### config.mk
export PLATFORM = sky130hd
export DESIGN_NAME = imem_port_arbiter_flat
export DESIGN_NICKNAME = d
export VERILOG_FILES = /design/src/rtl/imem_port_arbiter_if.sv /design/src/rtl/imem_port_arbiter.sv /design/src/flat_wrapper.sv
export SDC_FILE = /design/constraint.sdc
export NUM_CORES = 1
export LEC_CHECK = 0
export CAP_MARGIN = 20
export CORE_UTILIZATION = 28
export CTS_BUF_LIST = sky130_fd_sc_hd__clkbuf_16
export CTS_CLUSTER_DIAMETER = 80
export DETAILED_ROUTE_END_ITERATION = 7
export GPL_TIMING_DRIVEN = 0
export PLACE_DENSITY = 0.8
export RECOVER_POWER = 100
export SKIP_LAST_GASP = 1
export SLEW_MARGIN = 20
export SYNTH_ARGS = -nofsm -noshare
export SYNTH_HDL_FRONTEND = slang
export SYNTH_SLANG_ARGS = --single-unit
### constraint.sdc
create_clock -name CLK -period 2.86 [get_ports CLK]
set_input_delay 0.572 -clock CLK [delete_from_list [all_inputs] [get_ports CLK]]
set_output_delay 0.572 -clock CLK [all_outputs]
set_load 0.01 [all_outputs]
### src/rtl/imem_port_arbiter_if.sv
// Fetch, loader and memory signals of the instruction-memory port arbiter.
// slave = arbiter side, master = fetch/loader/memory side.
interface imem_port_arbiter_if #(
  parameter int MEM_DEPTH = 256
);
  localparam int AW = $clog2(MEM_DEPTH);

  logic          Fetch_Req;
  logic [31:0]   Fetch_Addr;
  logic          Fetch_Gnt;
  logic          Fetch_Valid;
  logic [31:0]   Fetch_Instr;

  logic          Load_Req;
  logic [31:0]   Load_Addr;
  logic [31:0]   Load_Data;
  logic          Load_Gnt;
  logic          Load_Done;
  logic          Boot_Done;

  logic [AW-1:0] Mem_Addr;
  logic          Mem_WE;
  logic [31:0]   Mem_WData;
  logic [31:0]   Mem_RData;

  modport slave (
    input  Fetch_Req, Fetch_Addr, Load_Req, Load_Addr, Load_Data, Load_Done, Mem_RData,
    output Fetch_Gnt, Fetch_Valid, Fetch_Instr, Load_Gnt, Boot_Done,
           Mem_Addr, Mem_WE, Mem_WData
  );

  modport master (
    output Fetch_Req, Fetch_Addr, Load_Req, Load_Addr, Load_Data, Load_Done, Mem_RData,
    input  Fetch_Gnt, Fetch_Valid, Fetch_Instr, Load_Gnt, Boot_Done,
           Mem_Addr, Mem_WE, Mem_WData
  );
endinterface

### src/rtl/imem_port_arbiter.sv
// Shares one single-port instruction memory between the fetch stage and the program loader.
// Grants are combinational; read data returns one cycle after a fetch grant; loader wins unless fetch is starved.
module imem_port_arbiter #(
  parameter int MEM_DEPTH = 256,
  parameter int MAX_WAIT  = 4
) (
  input  logic                CLK,
  input  logic                RST,
  imem_port_arbiter_if.slave  bus
);
  localparam int          AW  = $clog2(MEM_DEPTH);
  localparam int          CW  = $clog2(MAX_WAIT + 1);
  localparam logic [31:0] NOP = 32'h0000_0013;

  typedef enum logic {BOOT, RUN} state_t;

  state_t        state_q;
  logic          boot_done_q;
  logic [CW-1:0] starve_q;
  logic [CW-1:0] starve_d;
  logic          vld_q;
  logic          nop_q;
  logic [31:0]   instr_q;
  logic [31:0]   instr_d;

  logic          fetch_oor;
  logic          load_oor;
  logic          fetch_gnt;
  logic          load_gnt;
  logic          starved;
  logic [AW-1:0] mem_addr;
  logic          mem_we;
  logic [31:0]   mem_wdata;
  logic          unused_addr_bits;

  assign unused_addr_bits = &{1'b0, bus.Fetch_Addr[1:0], bus.Load_Addr[1:0]};

  assign fetch_oor = |bus.Fetch_Addr[31:AW+2];
  assign load_oor  = |bus.Load_Addr[31:AW+2];
  assign starved   = (starve_q == CW'(MAX_WAIT));

  // Grants are suppressed while reset is held so nothing issues in the reset cycle.
  always_comb begin
    fetch_gnt = 1'b0;
    load_gnt  = 1'b0;
    if (!RST) begin
      if (state_q == BOOT) begin
        load_gnt = bus.Load_Req;
      end else begin
        fetch_gnt = bus.Fetch_Req && (!bus.Load_Req || starved);
        load_gnt  = bus.Load_Req && !fetch_gnt;
      end
    end
  end

  always_comb begin
    mem_addr  = '0;
    mem_we    = 1'b0;
    mem_wdata = '0;
    if (load_gnt) begin
      mem_addr  = bus.Load_Addr[AW+1:2];
      mem_we    = !load_oor;
      mem_wdata = bus.Load_Data;
    end else if (fetch_gnt && !fetch_oor) begin
      mem_addr  = bus.Fetch_Addr[AW+1:2];
    end
  end

  always_comb begin
    starve_d = '0;
    if (state_q == RUN && bus.Fetch_Req && !fetch_gnt) begin
      starve_d = starved ? starve_q : starve_q + CW'(1);
    end
  end

  assign instr_d = nop_q ? NOP : bus.Mem_RData;

  always_ff @(posedge CLK or posedge RST) begin
    if (RST) begin
      state_q     <= BOOT;
      boot_done_q <= 1'b0;
      starve_q    <= '0;
      vld_q       <= 1'b0;
      nop_q       <= 1'b0;
      instr_q     <= '0;
    end else begin
      starve_q <= starve_d;
      vld_q    <= fetch_gnt;
      nop_q    <= fetch_gnt && fetch_oor;
      if (vld_q) begin
        instr_q <= instr_d;
      end
      case (state_q)
        BOOT: begin
          if (bus.Load_Done) begin
            state_q     <= RUN;
            boot_done_q <= 1'b1;
          end
        end
        RUN: begin
          state_q     <= RUN;
          boot_done_q <= 1'b1;
        end
        default: begin
          state_q     <= BOOT;
          boot_done_q <= 1'b0;
        end
      endcase
    end
  end

  assign bus.Fetch_Gnt   = fetch_gnt;
  assign bus.Load_Gnt    = load_gnt;
  assign bus.Fetch_Valid = vld_q;
  assign bus.Fetch_Instr = vld_q ? instr_d : instr_q;
  assign bus.Boot_Done   = boot_done_q;
  assign bus.Mem_Addr    = mem_addr;
  assign bus.Mem_WE      = mem_we;
  assign bus.Mem_WData   = mem_wdata;
endmodule

### src/flat_wrapper.sv
// flat-port wrapper written by rule: the top's interface ports become plain ports
module imem_port_arbiter_flat 
#(
  parameter int MEM_DEPTH = 256,
  parameter int MAX_WAIT  = 4
)
  (CLK, RST, bus_Fetch_Req, bus_Fetch_Addr, bus_Load_Req, bus_Load_Addr, bus_Load_Data, bus_Load_Done, bus_Mem_RData, bus_Fetch_Gnt, bus_Fetch_Valid, bus_Fetch_Instr, bus_Load_Gnt, bus_Boot_Done, bus_Mem_Addr, bus_Mem_WE, bus_Mem_WData);
  imem_port_arbiter_if #(.MEM_DEPTH(MEM_DEPTH)) bus_i ();
  input  logic CLK;
  input  logic RST;
  input wire logic [$bits(bus_i.Fetch_Req)-1:0] bus_Fetch_Req;
  input wire logic [$bits(bus_i.Fetch_Addr)-1:0] bus_Fetch_Addr;
  input wire logic [$bits(bus_i.Load_Req)-1:0] bus_Load_Req;
  input wire logic [$bits(bus_i.Load_Addr)-1:0] bus_Load_Addr;
  input wire logic [$bits(bus_i.Load_Data)-1:0] bus_Load_Data;
  input wire logic [$bits(bus_i.Load_Done)-1:0] bus_Load_Done;
  input wire logic [$bits(bus_i.Mem_RData)-1:0] bus_Mem_RData;
  output wire logic [$bits(bus_i.Fetch_Gnt)-1:0] bus_Fetch_Gnt;
  output wire logic [$bits(bus_i.Fetch_Valid)-1:0] bus_Fetch_Valid;
  output wire logic [$bits(bus_i.Fetch_Instr)-1:0] bus_Fetch_Instr;
  output wire logic [$bits(bus_i.Load_Gnt)-1:0] bus_Load_Gnt;
  output wire logic [$bits(bus_i.Boot_Done)-1:0] bus_Boot_Done;
  output wire logic [$bits(bus_i.Mem_Addr)-1:0] bus_Mem_Addr;
  output wire logic [$bits(bus_i.Mem_WE)-1:0] bus_Mem_WE;
  output wire logic [$bits(bus_i.Mem_WData)-1:0] bus_Mem_WData;
  assign bus_i.Fetch_Req = bus_Fetch_Req;
  assign bus_i.Fetch_Addr = bus_Fetch_Addr;
  assign bus_i.Load_Req = bus_Load_Req;
  assign bus_i.Load_Addr = bus_Load_Addr;
  assign bus_i.Load_Data = bus_Load_Data;
  assign bus_i.Load_Done = bus_Load_Done;
  assign bus_i.Mem_RData = bus_Mem_RData;
  assign bus_Fetch_Gnt = bus_i.Fetch_Gnt;
  assign bus_Fetch_Valid = bus_i.Fetch_Valid;
  assign bus_Fetch_Instr = bus_i.Fetch_Instr;
  assign bus_Load_Gnt = bus_i.Load_Gnt;
  assign bus_Boot_Done = bus_i.Boot_Done;
  assign bus_Mem_Addr = bus_i.Mem_Addr;
  assign bus_Mem_WE = bus_i.Mem_WE;
  assign bus_Mem_WData = bus_i.Mem_WData;
  imem_port_arbiter #(.MEM_DEPTH(MEM_DEPTH), .MAX_WAIT(MAX_WAIT)) u_core (.CLK(CLK), .RST(RST), .bus(bus_i));
endmodule
==> results of run 1 <==
## power breakdown
part / leakage, nW / switching [W] / internal [W] / total [W]
Combinational: 1.70 / 0.000238 / 0.000383 / 0.000621
Clock: 0.0733 / 0.000199 / 0.000317 / 0.000517
Sequential: 0.476 / 0.0000267 / 0.000640 / 0.000667
Total: 2.24 / 0.000464 / 0.00134 / 0.00180
## state kept, by name (all words and copies together) (netlist names)
register / flops
u_core.bus.Boot_Done: 1
u_core.starve_q: 3
u_core.instr_q: 32
u_core.bus.Fetch_Valid: 1
u_core.nop_q: 1
u_core.state_q: 1
## per-layer routing
layer,up-vias,GRT usage
li1,1158,-
met1,1047,0.213
met2,108,0.369
met3,12,0.0525
met4,0,0.0576
met5,-,0
## worst max-delay path: stages
cell and delay [ps]:
clkdlybuf4s50_1 440, nor4_2 320, nand4_1 230, nor3_4 180, buf_4 160, a22o_1 110
dlygate4sd2_1 270
## cells by family after synthesis
logic type,share of synthesized area
compound gates,0.141
xor+xnor,0.00450
fa+ha+maj,0.0128
buf+inv,0.0841
flops,0.501
simple gates,0.257
## final timing paths
path	start	to	slack, ps	depth (start not counted)
worst max-delay path	bus_Fetch_Addr[25]	bus_Mem_Addr[6]	8	7
worst min-delay path	u_core.bus.Boot_Done	u_core.bus.Boot_Done	470	1
worst max register to register	u_core.starve_q[0]	u_core.starve_q[2]	1350	6
worst min register to register	u_core.bus.Boot_Done	u_core.bus.Boot_Done	470	1
max in group asynchronous	RST	u_core.bus.Fetch_Valid	1660	2
min in group asynchronous	RST	u_core.instr_q[27]	570	2
## cell type report
type | instances | area share
multi-input cells | 141 | 0.191
well taps | 80 | 0.0229
inverters | 33 | 0.0287
clock inverters | 3 | 0.00344
repair buffers | 208 | 0.487
plain buffers | 10 | 0.0117
repair inverters | 2 | 0.00229
clock buffers | 5 | 0.0287
flip-flops and latches | 39 | 0.224
## what timing repair did
item	in CTS	in global routing
pin swaps	2	1
gates cloned	2	0
resized for setup	15	45
setup buffers	3	0
setup endpoints to repair	52	59
## synth_stat cells (all sizes together), types with 2 or more instances
cell / instances / area [um^2]
nand2: 33 / 126
nor4: 10 / 62.6
buf: 2 / 10.0
nor3: 2 / 21.3
ha: 2 / 25.0
o21ai: 29 / 145
nand4: 2 / 12.5
inv: 33 / 124
nand3: 3 / 15.0
a22o: 8 / 70.1
and2: 32 / 200
o22a: 3 / 26.3
clkbuf: 8 / 30.0
nor2: 8 / 30.0
dfrtp: 39 / 976
## per-stage QoR
stage	setup WS, ps	hold slack, ps	TNS [ps]
finish	8.12	473	0
global route	-54.0	490	-213
CTS	-182	472	-457
detailed placement	-1100	452	-42300
global placement	-1040	454	-40340
floorplan	336	478	0
==> results by group, run 1 <==
Outcome
  • Status: finished clean

Cells and area
  • Post-Layout Cell Count: 521
  • Synth-to-layout area growth: 124%
  • Commonest non-fill, non-tap cell in the layout: clkdlybuf4s50_1
  • Nets: 575
  • Footprint of the multi-input gates: 835 um^2
  • Most frequent cells in the layout: clkdlybuf4s50_1, dfrtp_1, inv_1, nand2_1, and2_1
  • Area of all sequential standard cells: 977 um^2
  • Fin util: 0.646
  • Fill cells: 563
  • Number of antenna repair diodes: 0
  • Fin area: 0.00437 mm^2
  • Share of cells above drive strength 1: 0.0703

Route
  • Met2 wire length: 3950 um
  • DRC Markers: 0
  • Final ANT Viol Nets: 0
  • Vias/cell: 4.46
  • Routed vias: 2325
  • Max layer used: met4
  • Initial DRC count: 55
  • Final wirelength: 7360 um
  • Metal-1 WL: roughly 2700 um
  • Pre-antenna DRT Iters: 4
  • Wirelength per Cell: 14.1 um
  • Met3 routed WL: 574 um

CTS
  • Clock sink count: 39
  • Clk slew on worst S/H paths: 50 ps
  • CTS tree: done
  • Hold_buf cts: 0
  • Root Driver: clkbuf_16
  • H-tree levels: 2
  • Clk_lat worst skew: 270 ps
  • Cts bufs inserted: 5
  • Clock buffer depth: 2

Worst hold path
  • Hold WC Path Type: reg2reg

Pwr
  • Power, Total: between 0.0015 and 0.002 W
  • Leak: around 2.2 nW
  • Max VDD drop: 0.196 mV
  • Power per cell area: between 400 and 500 mW/mm^2

Synthesis
  • Post-synth EDFFs: 0
  • Register area share after synthesis: 0.501
  • Library cells used by synthesis: 26
  • Post-Synthesis Cells: 223
  • Seq cells post-synth: 39
  • Post-Syn Area: 0.00195 mm^2
  • Ys flop type: dfrtp_1
  • Synth Net Count: 358
  • YS warnings: 0
  • Asr flop ratio synth: 1.00
  • Syn avg cell area: 8.74 um^2

Floorplanning
  • Die area: between 0.007 and 0.008 mm^2
  • Row count: 30
  • Initial Utilization: 0.288
  • Die width: 85.4 um
  • Placeable core region: 0.00676 mm^2
  • Die height: 85.4 um
  • Top-Level Pins: 210

Timing
  • Setup Viol. Count Final: 0
  • Relative slew slack: 0.388
  • Tcrit/Tclk final: 0.997
  • Max Freq: 351 MHz
  • Final Slew Violations: 0
  • Final period demand of the worst path: ~2900 ps
  • Slew @ Worst Pin: roughly 900 ps
  • Final Hold Viols: 0
  • Final Skew: 2.42 ps

GRT
  • Largest net degree at the start of global routing: 21
  • Vias in the first global route: 2332
  • First-pass GRT wire length: about 11000 um
  • Grt ovf: 0
  • Initial antenna violation count: 0
  • Gr usage total: 0.196

Place
  • Cells after DPL: 508
  • Detail Placement HPWL: 5810 um
  • Routability cong.: 0.737
  • Placed Area: around 0.0041 mm^2
  • PortBufs: 205

Setup path
  • Critical path type: in2out
  • Worst EP required: 2290 ps
  • Worst Setup End Kind: output pin
  • CP arrival: about 2300 ps
  • Worst setup SP type: input pin
  • CP max FO: 5

Flow run
  • MaxCap Viol Count: 0
Note: power is estimated with default switching activity, not from simulation.
==> inputs of run 2 (changes only) <==
--- a/config.mk
+++ b/config.mk
@@ -5,13 +5,14 @@
 export SDC_FILE = /design/constraint.sdc
 export NUM_CORES = 1
 export LEC_CHECK = 0
+export ABC_AREA = 1
 export CAP_MARGIN = 20
-export CORE_UTILIZATION = 28
+export CORE_UTILIZATION = 29
 export CTS_BUF_LIST = sky130_fd_sc_hd__clkbuf_16
 export CTS_CLUSTER_DIAMETER = 80
 export DETAILED_ROUTE_END_ITERATION = 7
 export GPL_TIMING_DRIVEN = 0
-export PLACE_DENSITY = 0.8
+export PLACE_DENSITY = 0.82
 export RECOVER_POWER = 100
 export SKIP_LAST_GASP = 1
 export SLEW_MARGIN = 20
==> run 2 against run 1 <==
The run now ends with DRC left. Flip-flop and latch count is the same. Hold slack got worse by 8.0 ps. Combinational power increased by 3%. Die area decreased by 1.7%. Synthesized cell count is 4.5% higher. Cell area shrank 0.23%. Utilization is 2.8 points higher. Setup slack better by 12 ps. Sequential power is 0.7% lower. Critical path depth increased by 1. Global-route usage up 1.7 points. Highest routed layer unchanged.
==> results by group, run 2 <==
GRT
  • Initial antenna violation count: 0 (unchanged)
  • Vias in the first global route: 2454 (+5.2%)
  • Gr usage total: 0.213 (+0.0174)
  • First-pass GRT wire length: 11900 um (+7.0%)
  • Grt ovf: 0 (unchanged)
  • Largest net degree at the start of global routing: 34 (+62%)

Timing
  • Final Hold Viols: 0 (unchanged)
  • Max Freq: 352 MHz (+0.41%)
  • Setup TNS: 0 ps (unchanged)
  • Final Skew: 5.33 ps (+2.91 ps)
  • Final Slew Violations: 0 (unchanged)
  • Setup Viol. Count Final: 0 (unchanged)
  • Relative slew slack: 0.465 (+0.0768)
  • Hold_ws: 465 ps (-8.02 ps)
  • Tcrit/Tclk final: 0.993 (-0.00403)
  • RSZ-0062 raised after global routing: yes
  • Worst Slack Setup Final: 19.6 ps (+11.5 ps)
  • Final period demand of the worst path: 2840 ps (-11.5 ps)
  • Slew @ Worst Pin: 803 ps (-110 ps)

Place
  • Detail Placement HPWL: 6320 um (+8.9%)
  • Routability cong.: 0.770 (+4.5%)
  • PortBufs: 205 (unchanged)
  • Pre-CTS setup slack: -167 ps (+929 ps)

Route
  • Met2 wire length: 3930 um (-0.53%)
  • Pre-antenna DRT Iters: 7 (+3)
  • Metal-1 WL: 2830 um (+4.3%)
  • Routed vias: 2385 (+2.6%)
  • Final wirelength: 7380 um (+0.27%)
  • Wirelength per Cell: 13.9 um (-1.6%)
  • Max layer used: met4
  • Initial DRC count: 102 (+85%)
  • DRC Markers: 7 (+7)
  • Vias/cell: 4.49 (+0.65%)
  • Met3 routed WL: 472 um (-18%)
  • Final ANT Viol Nets: 0 (unchanged)

Pwr
  • Clk pwr share: 0.285 (about the same)
  • Leak: 2.25 nW (+0.16%)
  • Max VDD drop: 0.263 mV (+34%)
  • Sw Share: 0.253 (-0.00388)
  • Power per cell area: 418 mW/mm^2 (+1.1%)
  • Sequential share of power: 0.364 (-0.005)
  • Combinational power share: 0.351 (+0.007)
  • P_int: 0.00136 W (+1.4%)
  • Psw: 0.000461 W (-0.69%)

Synthesis
  • Top cells by count, synth: nor2_1, dfrtp_1, inv_1, a22o_1, nand2_1
  • Register area share after synthesis: 0.492 (-0.00854)
  • Synth Net Count: 368 (+2.8%)
  • Library cells used by synthesis: 23 (-12%)
  • Yosys top cell by area: dfrtp_1
  • Top post-synthesis cells by area: dfrtp_1, a22o_1, nor2_1
  • YS warnings: 0 (unchanged)
  • Post-Syn Area: 0.00198 mm^2 (+1.7%)
  • Seq cells post-synth: 39 (unchanged)
  • Synth top area share: 0.492 (-0.00854)
  • Syn avg cell area: 8.51 um^2 (-2.6%)
  • Post-synth EDFFs: 0 (unchanged)
  • Asr flop ratio synth: 1.00 (unchanged)
  • Count leader, synth: nor2_1
  • Post-Synthesis Cells: 233 (+4.5%)
  • Ys flop type: dfrtp_1

Setup path
  • CP max FO: 5 (unchanged)
  • Slowest cell delay on critical path: 570 ps (+130 ps)
  • Worst setup SP type: input pin
  • Critical path type: in2out
  • Crit-path slowest cell: clkdlybuf4s50_1
  • Worst EP required: 2290 ps (about the same)
  • CP arrival: 2270 ps (about the same)
  • Crit-path cells: clkdlybuf4s50_1, or2_1, nor2_1, nand2_1, nor2_4, nand3_1, nand2_1, clkdlybuf4s50_1
  • Worst Setup End Kind: output pin

CTS
  • Clk_lat worst skew: 280 ps (about the same)
  • Clk slew on worst S/H paths: 50 ps (about the same)
  • Cts bufs inserted: 5 (unchanged)
  • H-tree levels: 2 (unchanged)
  • Clock sink count: 39 (unchanged)
  • Hold_buf cts: 0 (unchanged)
  • Clock buffer depth: 2 (unchanged)
  • Root Driver: clkbuf_16
  • CTS tree: done

Cells and area
  • Largest regs: u_core.instr_q: 32 flops, u_core.starve_q: 3 flops
  • Commonest non-fill, non-tap cell in the layout: clkdlybuf4s50_1
  • Nets: 588 (+2.3%)
  • Synth-to-layout area growth: 120%
  • Fill cells: 527 (-6.4%)
  • Most frequent cells in the layout: clkdlybuf4s50_1, nor2_1, inv_1
  • Max reg flops: 32 (unchanged)
  • Most flops, register: u_core.instr_q
  • Share of cells above drive strength 1: 0.0683 (-0.00201)
  • Number of antenna repair diodes: 0 (unchanged)

Floorplanning
  • Die height: 84.7 um (-0.87%)
  • Placeable core region: 0.00646 mm^2 (-4.4%)
  • Row count: 29 (-3.3%)
  • Die area: 0.00717 mm^2 (-1.7%)
  • Top-Level Pins: 210 (unchanged)
  • Initial Utilization: 0.307 (+0.0185)
  • Die width: 84.7 um (-0.87%)

Outcome
  • Failing checks: DRC
  • Status: complete, but fails checks

Worst hold path
  • Hold WC Path Type: reg2reg

Flow run
  • MaxCap Viol Count: 0 (unchanged)
[run 2: changes by cell type after synthesis, sizes merged, moves of 8 or more]
cell	change
nor4	-10
a22o	+21
and2	-32
o21ai	-26
nor2	+55
inv	+8
nand2	-8
[run 2: critical path, delay by kind of cell]
family        cells  cell delay, ps
buf+inv           2             960
simple gates      6             740
[run 2: layout make-up]
class / instances / area (um^2) / area share
tap: 77 / 96.3 / 0.0221
multi-input combinational: 144 / 808 / 0.186
timing repair buffer: 213 / 2130 / 0.490
clock inverter: 3 / 16.3 / 0.00373
inverter: 41 / 156 / 0.0359
sequential: 39 / 976 / 0.224
buffer: 9 / 45.0 / 0.0103
clock buffer: 5 / 125 / 0.0287
[run 2: kinds of logic (layout without fill, tap and decap cells)]
kind of cell	count (synthesis)	in the layout	share of synthesized area
adders and majority gates	2	2	0.0126
buffers and inverters	50	271	0.0997
and+or+nand+nor	105	105	0.238
DFF	39	39	0.492
AOI/OAI and AO/OA	36	36	0.153
xor gates and xnor gates	1	1	0.00442
[run 2: timing repair]
item,4_1_cts,5_1_grt
pin swaps,0,1
endpoints found under the hold margin,0,0
setup endpoints to repair,38,28
resized for setup,13,16
setup buffers,2,5
[run 2: final timing paths]
path                            depth (start not counted)  slack [ps]            startpoint                    to
worst max-delay path                                    8          20    bus_Fetch_Addr[11]       bus_Mem_Addr[0]
worst min-delay path                                    1         470  u_core.bus.Boot_Done  u_core.bus.Boot_Done
worst max register to register                          8        1430    u_core.starve_q[0]          u_core.nop_q
worst min register to register                          1         470  u_core.bus.Boot_Done  u_core.bus.Boot_Done
max in group asynchronous                               4         890                   RST    u_core.instr_q[27]
min in group asynchronous                               3         860                   RST     u_core.instr_q[0]
[run 2: power groups by stage]
stage,Sequential [W],Combinational [W],Clock [W]
finish,0.000662,0.000639,0.000519
global route,0.000670,0.000684,0.000558
CTS,0.000662,0.000650,0.000532
detailed placement,0.000671,0.000648,0
global placement,0.000667,0.000632,0
floorplan,0.000662,0.000229,0
[run 2: per-stage QoR]
stage | cell area, um^2 | instances | utilization | total power, W
3_3_place_gp | 4130 | 515 | 0.639 | 0.00130
6_report | 4360 | 531 | 0.675 | 0.00182
2_1_floorplan | 1980 | 233 | - | 0.000891
4_1_cts | 4300 | 526 | 0.666 | 0.00184
3_5_place_dp | 4150 | 516 | 0.643 | 0.00132
5_1_grt | 4360 | 531 | 0.675 | 0.00191
[run 2: routing by layer]
metal,track usage,vias to the layer above
li1,-,1186
met1,0.247,1085
met2,0.395,102
met3,0.0423,12
met4,0.0647,0
met5,0,-
==> inputs of run 3 (changes only) <==
--- a/config.mk
+++ b/config.mk
@@ -7,12 +7,12 @@
 export LEC_CHECK = 0
 export ABC_AREA = 1
 export CAP_MARGIN = 20
-export CORE_UTILIZATION = 29
+export CORE_UTILIZATION = 26
 export CTS_BUF_LIST = sky130_fd_sc_hd__clkbuf_16
 export CTS_CLUSTER_DIAMETER = 80
 export DETAILED_ROUTE_END_ITERATION = 7
 export GPL_TIMING_DRIVEN = 0
-export PLACE_DENSITY = 0.82
+export PLACE_DENSITY = 0.78
 export RECOVER_POWER = 100
 export SKIP_LAST_GASP = 1
 export SLEW_MARGIN = 20
==> constraint.sdc (replaced) <==
create_clock -name CLK -period 2.5 [get_ports CLK]
set_input_delay 0.5 -clock CLK [delete_from_list [all_inputs] [get_ports CLK]]
set_output_delay 0.5 -clock CLK [all_outputs]
set_load 0.01 [all_outputs]
==> run 3 against run 2 <==
The flow now finishes without violations. Flip-flop and latch count unchanged. Sequential share of layout area down 0.24 points. First-iteration DRC count down 44%. Combinational power up 12%. Hold slack better by 10 ps. Cell area up 1.1%. Critical path type unchanged.
==> results by group, run 3 (synthesis gave the netlist of run 2 again) <==
Flow run
  • MaxCap Viol Count: 0 (unchanged)

Route
  • Final wirelength: 7140 um (-3.2%)
  • Routed vias: 2368 (-0.71%)
  • Vias/cell: 4.23 (-5.9%)
  • Pre-antenna DRT Iters: 4 (-3)
  • Final ANT Viol Nets: 0 (unchanged)
  • Wirelength per Cell: 12.8 um (-8.2%)
  • Initial DRC count: 57 (-44%)
  • DRC Markers: 0 (-7)

Worst hold path
  • Hold WC Path Type: reg2reg

Setup path
  • CP max FO: 10 (+5)
  • Crit-path slowest cell: dlygate4sd3_1
  • Worst EP required: 2000 ps (-290 ps)
  • Slowest cell delay on critical path: 630 ps (+60 ps)
  • Critical path type: in2out
  • Worst Setup End Kind: output pin
  • Worst setup SP type: input pin
  • Crit-path cells: dlygate4sd3_1, inv_4, nand3_4, buf_4, nor2_1, dlygate4sd2_1
  • CP arrival: 1950 ps (-320 ps)

Cells and area
  • Max reg flops: 32 (unchanged)
  • Most flops, register: u_core.instr_q
  • Largest regs: u_core.instr_q: 32 flops, u_core.starve_q: 3 flops
  • Nets: 595 (+1.2%)
  • Synth-to-layout area growth: 122%
  • Commonest non-fill, non-tap cell in the layout: clkdlybuf4s50_1
  • Fin util: 0.604 (-0.0707)
  • Most frequent cells in the layout: clkdlybuf4s50_1, nor2_1, dfrtp_1
  • Share of cells above drive strength 1: 0.119 (+0.0510)
  • Fill cells: 652 (+24%)
  • Post-Layout Cell Count: 560 (+5.5%)
  • Number of antenna repair diodes: 0 (unchanged)

Floorplanning
  • Die area: 0.00798 mm^2 (+11%)
  • Placeable core region: 0.00729 mm^2 (+13%)
  • Row count: 31 (+6.9%)
  • Top-Level Pins: 210 (unchanged)
  • Die width: 89.3 um (+5.5%)
  • Die height: 89.3 um (+5.5%)
  • Initial Utilization: 0.272 (-0.0351)

GRT
  • First-pass GRT wire length: 9950 um (-17%)
  • Vias in the first global route: 2218 (-9.6%)
  • Grt ovf: 0 (unchanged)
  • Gr usage total: 0.162 (-0.0515)
  • Largest net degree at the start of global routing: 31 (-8.8%)
  • Initial antenna violation count: 0 (unchanged)

Pwr
  • Sequential share of power: 0.364 (about the same)
  • Max VDD drop: 0.267 mV (+1.4%)
  • P_int: 0.00155 W (+14%)
  • Psw: 0.000524 W (+14%)
  • Leak: 2.32 nW (+3.1%)
  • Clk pwr share: 0.290 (+0.005)
  • Sw Share: 0.253 (-0.000697)
  • Power per cell area: 471 mW/mm^2 (+13%)
  • Combinational power share: 0.346 (-0.005)

Timing
  • Setup Viol. Count Final: 0 (unchanged)
  • Final period demand of the worst path: 2450 ps
  • Hold_ws: 476 ps (+10.2 ps)
  • Setup TNS: 0 ps (unchanged)
  • Relative slew slack: 0.504 (+0.0392)
  • Final Hold Viols: 0 (unchanged)
  • Slew @ Worst Pin: 744 ps (-58.8 ps)
  • Final Skew: 6.93 ps (+1.60 ps)
  • Worst Slack Setup Final: 46.7 ps (+27.0 ps)
  • Tcrit/Tclk final: 0.981
  • Final Slew Violations: 0 (unchanged)
  • Max Freq: 408 MHz

CTS
  • Cts bufs inserted: 5 (unchanged)
  • Hold_buf cts: 0 (unchanged)
  • Root Driver: clkbuf_16
  • H-tree levels: 2 (unchanged)
  • Clock buffer depth: 2 (unchanged)
  • Clock sink count: 39 (unchanged)
  • Clk_lat worst skew: 270 ps (about the same)
  • CTS tree: done
  • Clk slew on worst S/H paths: 50 ps (about the same)

Place
  • Cells after DPL: 538 (+4.3%)
  • Routability cong.: 0.721 (-6.3%)
  • Pre-CTS setup slack: -335 ps (-168 ps)
  • Detail Placement HPWL: 5790 um (-8.5%)
  • PortBufs: 205 (unchanged)

Outcome
  • Status: finished clean
-- run 3: path summary, 6_finish.rpt --
kind                                      startpoint                    to  slack [ps]  cells after the start
worst max-delay path                             RST      bus_Mem_WData[5]          50                      6
worst max register to register    u_core.starve_q[0]          u_core.nop_q        1020                     10
worst min-delay path            u_core.bus.Boot_Done  u_core.bus.Boot_Done         480                      1
worst min register to register  u_core.bus.Boot_Done  u_core.bus.Boot_Done         480                      1
max in group asynchronous                        RST    u_core.instr_q[24]         430                      4
min in group asynchronous                        RST  u_core.bus.Boot_Done         940                      3
-- run 3: timing repair --
item	CTS	global route
cloned	0	0
pin swaps	1	14
gates resized for setup	36	62
setup buffers	11	4
setup endpoints to repair	53	49
-- run 3: metrics by stage --
step / cell area [um^2] / total power [W]
6_report: 4400 / 0.00207
5_1_grt: 4400 / 0.00218
4_1_cts: 4360 / 0.00211
3_5_place_dp: 4180 / 0.00150
3_3_place_gp: 4160 / 0.00148
2_1_floorplan: 1980 / 0.00102
-- run 3: layout make-up --
cell class,count,area [um^2],area share
flip-flops and latches,39,976,0.222
plain buffers,8,52.6,0.0119
repair buffers,221,2130,0.485
well taps,99,124,0.0281
multi-input cells,144,813,0.185
clock buffers,5,125,0.0284
clock inverters,3,20.0,0.00455
inverters,41,159,0.0361
-- run 3: routing by layer --
| layer | track usage | vias to the layer above | share of wire |
|---|---|---|---|
| met2 | 0.280 | 103 | 0.50 |
| met1 | 0.195 | 1057 | 0.41 |
| met3 | 0.0397 | 8 | 0.075 |
| met5 | 0 | - | 0 |
| li1 | - | 1200 | - |
| met4 | 0.0577 | 0 | 0.015 |
-- run 3: power groups by stage --
stage	registers (W)	clock network, W	logic [W]
after CTS	0.000755	0.000621	0.000729
after floorplan	0.000758	0	0.000262
final	0.000755	0.000602	0.000718
after global placement	0.000761	0	0.000719
after detailed placement	0.000767	0	0.000732
after global routing	0.000764	0.000642	0.000774
-- run 3: worst max-delay path, delay by kind of cell --
kind	cells	cell delay, ps
buffers and inverters	4	1230
AND/OR/NAND/NOR	2	230
